File: config.mk
export PLATFORM = sky130hd
export DESIGN_NAME = max7219_rx
export DESIGN_NICKNAME = d
export VERILOG_FILES = /design/src/rtl/max7219_rx.sv
export SDC_FILE = /design/constraint.sdc
export NUM_CORES = 1
export LEC_CHECK = 0
export ABC_CLOCK_PERIOD_IN_PS = 4560
export BUFFER_PORTS_ARGS = -buffer_cell sky130_fd_sc_hd__buf_2
export CORE_ASPECT_RATIO = 0.5
export CORE_UTILIZATION = 50
export DETAILED_ROUTE_END_ITERATION = 10
export PLACE_DENSITY = 0.85
export SLEW_MARGIN = 10
export SYNTH_ARGS = -nofsm -noshare
export SYNTH_HDL_FRONTEND = slang
export SYNTH_SLANG_ARGS = --single-unit
File: constraint.sdc
create_clock -name i_clk -period 4.56 [get_ports i_clk]
set_input_delay 0.684 -clock i_clk [delete_from_list [all_inputs] [get_ports i_clk]]
set_output_delay 0.684 -clock i_clk [all_outputs]
set_load 0.005 [all_outputs]
File: src/rtl/max7219_rx.sv
// MAX7219 input-side model: synchronises load/clk/data, assembles 16-bit frames, decodes register writes.
// Strobes and register updates land SYNC_STAGES+1 i_clk edges after LOAD is first sampled high; no backpressure.
module max7219_rx #(
  parameter int SYNC_STAGES = 2
) (
  input  logic        i_clk,
  input  logic        i_rst,
  input  logic        i_spi_clk,
  input  logic        i_spi_data,
  input  logic        i_spi_load,
  output logic        o_stb,
  output logic [3:0]  o_addr,
  output logic [7:0]  o_data,
  output logic        o_frame_err,
  output logic [63:0] o_digits,
  output logic [7:0]  o_decode,
  output logic [3:0]  o_intensity,
  output logic [2:0]  o_scan_limit,
  output logic        o_shutdown,
  output logic        o_test
);

  logic [SYNC_STAGES-1:0] sck_sync_q, dat_sync_q, load_sync_q;
  logic                   sck_q, load_q;
  logic                   sck_s, dat_s, load_s;
  logic                   sck_rise, load_rise, load_fall;

  // D15:D12 never affect anything, so only the low 12 bits of the frame are kept.
  logic [11:0] sr_q, sr_d;
  logic [4:0]  cnt_q, cnt_d, cnt_now;
  logic        stb_q, stb_d, err_q, err_d;
  logic [3:0]  addr_q, addr_d;
  logic [7:0]  data_q, data_d;
  logic [63:0] digits_q, digits_d;
  logic [7:0]  decode_q, decode_d;
  logic [3:0]  intensity_q, intensity_d;
  logic [2:0]  scan_q, scan_d;
  logic        shut_q, shut_d, test_q, test_d;
  logic [3:0]  wr_addr;
  logic [7:0]  wr_data;

  always_ff @(posedge i_clk) begin
    if (i_rst) begin
      sck_sync_q  <= '0;
      dat_sync_q  <= '0;
      load_sync_q <= '1;
      sck_q       <= 1'b0;
      load_q      <= 1'b1;
    end else begin
      sck_sync_q  <= {sck_sync_q[SYNC_STAGES-2:0], i_spi_clk};
      dat_sync_q  <= {dat_sync_q[SYNC_STAGES-2:0], i_spi_data};
      load_sync_q <= {load_sync_q[SYNC_STAGES-2:0], i_spi_load};
      sck_q       <= sck_s;
      load_q      <= load_s;
    end
  end

  assign sck_s     = sck_sync_q[SYNC_STAGES-1];
  assign dat_s     = dat_sync_q[SYNC_STAGES-1];
  assign load_s    = load_sync_q[SYNC_STAGES-1];
  assign sck_rise  = sck_s & ~sck_q;
  assign load_rise = load_s & ~load_q;
  assign load_fall = ~load_s & load_q;
  assign wr_addr   = sr_d[11:8];
  assign wr_data   = sr_d[7:0];

  always_comb begin
    sr_d        = sr_q;
    cnt_now     = cnt_q;
    stb_d       = 1'b0;
    err_d       = 1'b0;
    addr_d      = addr_q;
    data_d      = data_q;
    digits_d    = digits_q;
    decode_d    = decode_q;
    intensity_d = intensity_q;
    scan_d      = scan_q;
    shut_d      = shut_q;
    test_d      = test_q;
    // A bit arriving with the LOAD rising edge is shifted before the frame is judged.
    if (sck_rise && !load_q) begin
      sr_d = {sr_q[10:0], dat_s};
      if (cnt_q != 5'd17) cnt_now = cnt_q + 5'd1;
    end
    cnt_d = (load_fall || load_rise) ? 5'd0 : cnt_now;
    if (load_rise) begin
      if (cnt_now == 5'd16) begin
        stb_d  = 1'b1;
        addr_d = wr_addr;
        data_d = wr_data;
        if (wr_addr >= 4'h1 && wr_addr <= 4'h8)
          digits_d[8*(int'(wr_addr)-1) +: 8] = wr_data;
        case (wr_addr)
          4'h9:    decode_d    = wr_data;
          4'hA:    intensity_d = wr_data[3:0];
          4'hB:    scan_d      = wr_data[2:0];
          4'hC:    shut_d      = ~wr_data[0];
          4'hF:    test_d      = wr_data[0];
          default: ;
        endcase
      end else begin
        err_d = 1'b1;
      end
    end
  end

  always_ff @(posedge i_clk) begin
    if (i_rst) begin
      sr_q        <= '0;
      cnt_q       <= '0;
      stb_q       <= 1'b0;
      err_q       <= 1'b0;
      addr_q      <= '0;
      data_q      <= '0;
      digits_q    <= '0;
      decode_q    <= '0;
      intensity_q <= '0;
      scan_q      <= '0;
      shut_q      <= 1'b1;
      test_q      <= 1'b0;
    end else begin
      sr_q        <= sr_d;
      cnt_q       <= cnt_d;
      stb_q       <= stb_d;
      err_q       <= err_d;
      addr_q      <= addr_d;
      data_q      <= data_d;
      digits_q    <= digits_d;
      decode_q    <= decode_d;
      intensity_q <= intensity_d;
      scan_q      <= scan_d;
      shut_q      <= shut_d;
      test_q      <= test_d;
    end
  end

  assign o_stb        = stb_q;
  assign o_frame_err  = err_q;
  assign o_addr       = addr_q;
  assign o_data       = data_q;
  assign o_digits     = digits_q;
  assign o_decode     = decode_q;
  assign o_intensity  = intensity_q;
  assign o_scan_limit = scan_q;
  assign o_shutdown   = shut_q;
  assign o_test       = test_q;

endmodule

==> results.txt <==
Setup Skew -> 0.00619 ns
Critical Path Source -> sck_sync_q[1]
Die Ht -> 77.0 µm
largest family of logic cells by synthesized area -> simple AND/OR/NAND/NOR gates
power density cells -> 358 mW/mm²
post-synth cell types -> 67
Worst Tran Pin Value -> 0.835 ns
Layout area overhead -> 23.2%
max_cap viols -> 0
Clock Latency Late Sink -> 0.42 ns
R2R Setup Slk -> 0.26 ns
nets -> 695
TritonCTS clock tree -> yes
total wire length -> 14700 µm
synthesized cell area -> 0.00563 mm²
Post-Synthesis Cells -> 574
vias in the first global route -> 4481
met3 WL -> 1100 µm
Rel. slew slack -> 44.3%
simple-gate portion of the synthesized area -> 27.0%
Max Fclk -> 232 MHz
final hold vios -> 0
core area -> 0.0106 mm²
XOR/XNOR share of the synthesized area -> 1.18%
worst reg-to-reg path cell count -> 13
Synth area leaders -> dfxtp_1 (43%), mux2i_1 (15%), nand2b_1 (7.3%)
failing checks -> design-rule violations
WL met1 -> 6870 µm
worst slack, placed -> 0.0595 ns
clock sinks -> 120
Hold Crit Class -> reg2reg
share of the yosys chip area belonging to registers -> 42.7%
initial antenna violation count -> 0
largest net degree at the start of global routing -> 61
most common cell after layout, fill and taps aside -> dfxtp_1
Crit path required time -> 4.90 ns
period utilization -> 94.3%
total CTS buffers -> 17
port bufs -> 99
diode count -> 0
post-layout min period -> 4.30 ns
Post-DP HPWL -> 10000 µm
Peak VDD IR -> 0.245 mV
initial drt markers -> 497
deepest clock path buffer count -> 2
WL per Instance -> 17.7 µm
Setup TNS -> 0 ns
crit path max fanout -> 12
hold depth -> 1
#FFs+latches synth -> 120
crit path DAT -> 4.64 ns
Crit Path Class -> reg2reg
post-synth top area cell -> dfxtp_1
min-delay src -> load_sync_q[0]
drt drc -> 8
Ports -> 100
Primary FF master, synth -> dfxtp_1
yosys warns -> 0
Clock Pin Slew Worst Setup and Hold Paths -> 0.06 ns
vias per cell -> 5.74
routability congestion estimate -> 0.976
final setup violating endpoints -> 0
GRT Resource Usage Total -> 25.7%
Worst Slack Setup Final -> 0.258 ns
Compound-Gate Fraction of Synth Area -> 7.71%
max layer used -> met4
Lkg Pwr -> 2.96 nW
outcome -> finished with violations
Hold Path Sink -> load_sync_q[1]
Post-CTS Repair Setup Buffers -> 0
WL met2 -> 6490 µm
Synth Net Count -> 592
Adder-Cell Fraction of Synth Area -> 2.89%
H-tree Lvls -> 4
Root Driver -> clkbuf_16
ys async rst share -> 0%
share of cells above drive strength 1 -> 25.9%
Worst Setup End Kind -> register
iteration count of the initial detailed-routing pass -> 8
total power -> 2.48 mW
most frequent cells in the layout -> dfxtp_1 (120), buf_2 (99), mux2i_1 (83)
Initial Util -> 53.2%
worst r2r dst -> o_digits[7]
first-pass GRT wire length -> 23500 µm
via count -> 4766
Die Area -> 0.0117 mm²
Post-synth EDFFs -> 0
Row Count -> 26
post-synth top area share -> 42.7%
crit path launch type -> register
syn avg cell area -> 9.81 µm²
gr ovfl total -> 0
Slew Viols, Final -> 0
number of nets still failing antenna checks after routing -> 0
mux cell area share after synthesis -> 15.2%
worst r2r src -> sck_sync_q[1]
Die Width -> 152 µm
==> final cells by class <==
class                           instances  area, µm²
Fill cell                             837       3640
Timing Repair Buffer                  116        623
Clock buffer                           22        474
Tap cell                              140        175
Multi-Input combinational cell        412       3080
Inverter                               10       37.5
Clock inverter                         10        143
Sequential cell                       120       2400
==> synth_stat cells, types with 6 or more instances <==
master      n
dfxtp_1   120
mux2i_1    83
nand2b_1   66
nor2_1     56
nand2_1    39
clkbuf_1   21
nand3_1    19
a211oi_1   14
ha_1       13
a21oi_1    10
nand4_1    10
inv_1       9
nor2b_1     9
nor3_1      7
buf_2       6
==> flip-flops by register name (all words and copies together) (netlist names) <==
| name | flops |
|---|---|
| cnt_q | 5 |
| dat_sync_q | 2 |
| load_q | 1 |
| load_sync_q | 2 |
| o_addr | 4 |
| o_data | 8 |
| o_decode | 8 |
| o_digits | 64 |
| o_frame_err | 1 |
| o_intensity | 4 |
| o_scan_limit | 3 |
| o_shutdown | 1 |
| o_stb | 1 |
| o_test | 1 |
| sck_q | 1 |
| sck_sync_q | 2 |
| sr_q | 12 |
==> worst max-delay path, stage by stage (launching register included) <==
cell       delay [ns]
dfxtp_1          0.40
or3b_4           0.47
buf_4            0.22
a211oi_1         0.62
xnor2_1          0.19
o21ai_1          0.10
and2_1           0.19
ha_2             0.44
nor3b_1          0.21
nand3_1          0.12
a32oi_1          0.33
nand4bb_2        0.30
nor3_4           0.39
mux2i_1          0.24
==> logic make-up (layout without fill, tap and decap cells) <==
kind of cell / Yosys count / after routing
AO/OA/AOI/OAI: 51 / 51
XOR/XNOR: 6 / 6
flip-flops: 120 / 120
AND/OR/NAND/NOR: 257 / 257
adder cells (fa/ha/maj): 13 / 13
buffers and inverters: 42 / 158
multiplexers: 85 / 85
==> per-layer routing <==
| layer | vias to the layer above | GRT usage (%) |
|---|---|---|
| li1 | 2231 | - |
| met4 | 0 | 9.90 |
| met2 | 222 | 39.8 |
| met3 | 32 | 5.65 |
| met1 | 2281 | 35.0 |
| met5 | - | 0 |
==> repair_timing <==
item / in CTS / in global routing
resized for setup: 0 / 8
setup endpoints to repair: 0 / 64
hold buffers: 0 / 0
==> metrics by stage <==
stage | hold slack (ns) | std cells | cell area (µm²) | util [%]
2_1_floorplan | 0.389 | 574 | 5630 | -
6_report | 0.407 | 830 | 6930 | 65.6
3_3_place_gp | 0.399 | 798 | 6280 | 59.4
5_1_grt | 0.444 | 830 | 6930 | 65.6
3_5_place_dp | 0.401 | 798 | 6280 | 59.4
4_1_cts | 0.410 | 830 | 6900 | 65.3
==> worst max-delay path by stage <==
stage,end,cells past startpoint,slack [ns]
2_1_floorplan,o_digits[55],18,0.27
3_3_place_gp,o_digits[55],13,0.39
3_5_place_dp,o_digits[51],14,0.06
4_1_cts,o_digits[48],14,0.04
5_1_grt,o_digits[7],14,-0.14
6_report,o_digits[7],13,0.26
==> power by group <==
part	switching, mW	internal (mW)
Clock	0.491	0.904
Sequential	0.00230	1.05
Combinational	0.0189	0.0139
Total	0.512	1.97
Power figures use the tool's default switching activity.
